File: src/rtl/scrambler_tx.sv
// Serial 23-bit LFSR scrambler with unscrambled sync-header bits, one lane.
// Optional SCR_BYPASS_EN macro adds a bypass input that forwards plaintext.
module scrambler_tx #(
    parameter logic [22:0] SEED        = 23'h178225,
    parameter logic [22:0] TAP_MASK    = 23'h508092,
    parameter int unsigned SYMBOL_BITS = 66,
    parameter int unsigned HDR_BITS    = 2
) (
    input  logic clk,
    input  logic rst,
    input  logic data_in,
    input  logic enable,
    input  logic scr_rst,
    output logic scrambled_out,
    output logic out_valid,
    output logic sym_start,
    output logic seeded
`ifdef SCR_BYPASS_EN
    ,
    input  logic bypass
`endif
);

    localparam int PW = $clog2(SYMBOL_BITS);
    localparam logic [PW-1:0] LAST = PW'(SYMBOL_BITS - 1);
    localparam logic [PW-1:0] HDR  = PW'(HDR_BITS);

    typedef enum logic {
        IDLE,
        RUN
    } state_t;

    state_t        state_q, state_d;
    logic [22:0]   lfsr_q, lfsr_d;
    logic [PW-1:0] pos_q, pos_d;
    logic          out_q, out_d;
    logic          valid_q, valid_d;
    logic          sym_q, sym_d;
    logic          seeded_q, seeded_d;

    logic hdr;
    logic fb;
    logic byp;

    assign hdr = (pos_q < HDR);
    assign fb  = ^(lfsr_q & TAP_MASK);

`ifdef SCR_BYPASS_EN
    assign byp = bypass;
`else
    assign byp = 1'b0;
`endif

    always_comb begin
        state_d  = state_q;
        lfsr_d   = lfsr_q;
        pos_d    = pos_q;
        out_d    = out_q;
        valid_d  = 1'b0;
        sym_d    = 1'b0;
        seeded_d = seeded_q;
        if (scr_rst) begin
            state_d  = RUN;
            lfsr_d   = SEED;
            pos_d    = '0;
            seeded_d = 1'b1;
        end else begin
            unique case (state_q)
                IDLE: begin
                    state_d = IDLE;
                end
                RUN: begin
                    if (enable) begin
                        // Keystream is consumed on payload bits even in bypass
                        out_d   = data_in ^ (lfsr_q[22] & ~hdr & ~byp);
                        valid_d = 1'b1;
                        sym_d   = (pos_q == '0);
                        pos_d   = (pos_q == LAST) ? '0 : pos_q + PW'(1);
                        if (!hdr) begin
                            lfsr_d = {lfsr_q[21:0], fb};
                        end
                    end
                end
                default: begin
                    state_d = IDLE;
                end
            endcase
        end
    end

    always_ff @(posedge clk or negedge rst) begin
        if (!rst) begin
            state_q  <= IDLE;
            lfsr_q   <= SEED;
            pos_q    <= '0;
            out_q    <= 1'b0;
            valid_q  <= 1'b0;
            sym_q    <= 1'b0;
            seeded_q <= 1'b0;
        end else begin
            state_q  <= state_d;
            lfsr_q   <= lfsr_d;
            pos_q    <= pos_d;
            out_q    <= out_d;
            valid_q  <= valid_d;
            sym_q    <= sym_d;
            seeded_q <= seeded_d;
        end
    end

    assign scrambled_out = out_q;
    assign out_valid     = valid_q;
    assign sym_start     = sym_q;
    assign seeded        = seeded_q;

endmodule

File: config.mk
export PLATFORM = sky130hd
export DESIGN_NAME = scrambler_tx
export DESIGN_NICKNAME = d
export VERILOG_FILES = /design/src/rtl/scrambler_tx.sv
export SDC_FILE = /design/constraint.sdc
export NUM_CORES = 1
export LEC_CHECK = 0
export ABC_AREA = 1
export BUFFER_PORTS_ARGS = -buffer_cell sky130_fd_sc_hd__buf_2
export CAP_MARGIN = 40
export CORE_UTILIZATION = 30
export CTS_CLUSTER_DIAMETER = 150
export DETAILED_ROUTE_END_ITERATION = 10
export GPL_TIMING_DRIVEN = 1
export PLACE_DENSITY = 0.47
export REMOVE_ABC_BUFFERS = 1
export SLEW_MARGIN = 20
export SYNTH_ARGS = -nofsm -noshare
export SYNTH_HDL_FRONTEND = slang
export SYNTH_SLANG_ARGS = --single-unit
File: constraint.sdc
create_clock -name clk -period 1.85 [get_ports clk]
set_input_delay 0.37 -clock clk [delete_from_list [all_inputs] [get_ports clk]]
set_output_delay 0.37 -clock clk [all_outputs]
set_load 0.01 [all_outputs]
==> out/qor.txt <==
Slew Limit Fails: 0
Critical Setup Path Class: reg -> reg
Worst min path class: in -> async
CP required: 2.06 ns
DP Cell Count: 256
Min Hold Slack: 0.1035 ns
P&R area growth vs syn: 11.02%
Gate Count Post-Synth: 181
Crit path DAT: 1.58 ns
R2R cell count: 6
Status: completed
Max VDD drop: 0.2404 mV
Reg-to-reg endpoint: lfsr_q[18]
Slew @ Worst Pin: 0.4402 ns
H-tree levels: 2
Largest net degree at the start of global routing: 36
Post-Syn Area: 0.001680 mm2
Sequential area share after synthesis: 52.79%
Clock skew: 0.008377 ns
Root Driver: clkbuf_8
Via count of the first global-routing pass: 1164
Post-synth EDFFs: 0
Max Cap Viol: 0
GP Congestion: 0.8276
Slew HR: 70.65%
Hold Fails Final Rpt: 0
Synthesized flop and latch total: 35
# hold bufs at CTS: 0
Syn Area/Cell: 9.284 um2
Filler instances: 545
PortBufs: 8
Leak Pwr: 0.8439 nW
Clock transition at path regs: 0.07 ns
Worst R2R Start: pos_q[2]
Final period utilization: 74.24%
RSZ-0062 raised after global routing: false
Die ar.: 0.005904 mm2
Routed via count: 1184
Startpoint types: flop
Setup TNS: 0 ns
Global-route wire length before repair: 5.471 mm
Initial Util: 32.08%
Initial antenna violation count: 0
Rows: 26
Final Non-Filler Cells: 264
Num CTS Buffers: 5
Tmin final: 1.374 ns
Wire length per cell: 11.63 um
Async S/R FF share, synth: 100.0%
Layout cells sized above 1: 23.71%
Count leader, synth: inv_1
Post-CTS sizing: 0
Iter 0 DRT Violations: 73
Yosys cell types: 24
Setup violators final: 0
Top-area cell type share of the netlist area: 38.72%
Total iterations of the first detailed-routing run: 4
Post-route ant nets: 0
Crit. End Element: flop
Top cell type by total area after synthesis: dfrtp_1
Postcts setup bufs: 0
Grt total ovfl: 0
Top cells by count, synth: inv_1 (32), nand2_1 (31), dfrtp_1 (26)
Post-DP HPWL: 2.110 mm
Top area cells in the synthesized netlist: dfrtp_1 (39%), dfstp_2 (14%), inv_1 (7.1%)
Maximum clock insertion buffer count: 2
Placed cell areas: 0.001780 mm2
Register area: 887.1 um2
Clock Latency Late Sink: 0.28 ns
Post-Route WL: 3.069 mm
Core Footprint: 0.005238 mm2
Slack of the worst reg-to-reg path: 0.48 ns
Yosys warns: 0
Top-Level Pins: 9
Max Clk Rate: 728.1 MHz
Fin area: 0.001866 mm2
Total GRT Usage: 12.01%
Pwr/cell area: 819.4 mW/mm2
Multi-input gate area: 638.1 um2
Vias/cell: 4.485
Antenna Cells: 0
Peak fanout along the critical path: 24
Final nets: 201
# DRC: 0
Vert. Die Dim: 76.84 um
Sinks on Clock Net: 35
TritonCTS clock tree: built
Ys flop type: dfrtp_1
Die width: 76.84 um
## state kept, by name, summed over array words and instances, names as in the netlist
signal	cells
seeded	1
lfsr_q	23
state_q	1
pos_q	7
out_valid	1
sym_start	1
scrambled_out	1
## worst max-delay path, stage by stage, from the launching register on
cell and delay [ns]:
dfrtp_1 0.45, nor2_2 0.17, nand3_4 0.13, nand2_4 0.12, nand2_4 0.18, o21ai_0 0.17
o21ai_2 0.08
## worst max path at each step
stage	from	endpoint	slack (ns)	cells after the start
2_1_floorplan	pos_q[5]	lfsr_q[18]	0.63	6
3_3_place_gp	scr_rst	lfsr_q[18]	0.47	5
3_5_place_dp	scr_rst	lfsr_q[2]	0.42	5
4_1_cts	pos_q[5]	lfsr_q[2]	0.48	6
5_1_grt	pos_q[5]	lfsr_q[2]	0.34	6
6_report	pos_q[2]	lfsr_q[18]	0.48	6
## per-stage QoR
step,power [W],worst slack (ns),utilization [%]
after global routing,0.001611,0.3383,35.62
after floorplan,0.0009530,0.6284,-
final,0.001529,0.4765,35.62
after CTS,0.001559,0.4752,35.62
after global placement,0.001006,0.4675,33.99
after detailed placement,0.001011,0.4192,33.99
## logic make-up after synthesis
| group | share of synthesized area (%) |
|---|---|
| adder cells (fa/ha/maj) | 2.234 |
| buffers and inverters | 9.233 |
| AND/OR/NAND/NOR | 20.63 |
| flip-flops | 52.79 |
| XOR/XNOR | 2.085 |
| AO/OA/AOI/OAI | 13.03 |
## cells in the final DEF (no fill, tap or decap)
cell type   Yosys  layout
o21ai_2         9       9
o21ai_0        12      12
clkbuf_1        0       1
o22ai_1        12      12
nand2_4         2       2
ha_1            3       3
nor2_4          2       2
dfstp_2         9       9
nand2_1        31      31
clkbuf_8        0       5
nand2_2         1       1
nand3_4         1       1
clkinvlp_4      0       1
nor2_2          4       4
nand3_1        10      10
nand4_1         4       4
dfrtp_1        26      26
nand3b_1        1       1
buf_4           1       1
inv_1          32      32
xor2_1          2       2
xnor2_1         2       2
buf_2           1       8
or2_2           2       2
o21ai_1         1       1
clkinv_2        0       1
nor2_1         11      11
## layer usage
| metal | up-vias | GRT usage (%) | part of all wire [%] |
|---|---|---|---|
| met2 | 14 | 17.59 | 43 |
| met5 | - | 0 | 0 |
| met4 | 0 | 5.192 | 1.7 |
| li1 | 605 | - | - |
| met3 | 6 | 3.690 | 3.5 |
| met1 | 559 | 16.19 | 52 |
## power by group
group / internal [W] / leakage (nW) / switching [W]
logic: 0.0000551 / 0.361 / 0.000106
clock network: 0.000263 / 0.0412 / 0.000273
registers: 0.000811 / 0.442 / 0.0000213
total: 0.00113 / 0.844 / 0.000400
## final cells by class
cell class	instances	share of cell area [%]
Timing Repair Buffer	9	2.549
Clock inverter	2	0.6707
Tap cell	70	4.695
Inverter	32	6.439
Sequential cell	35	47.55
Multi-Input combinational cell	110	34.21
Clock buffer	6	3.890
No activity file was read; power rests on OpenSTA's default activity.
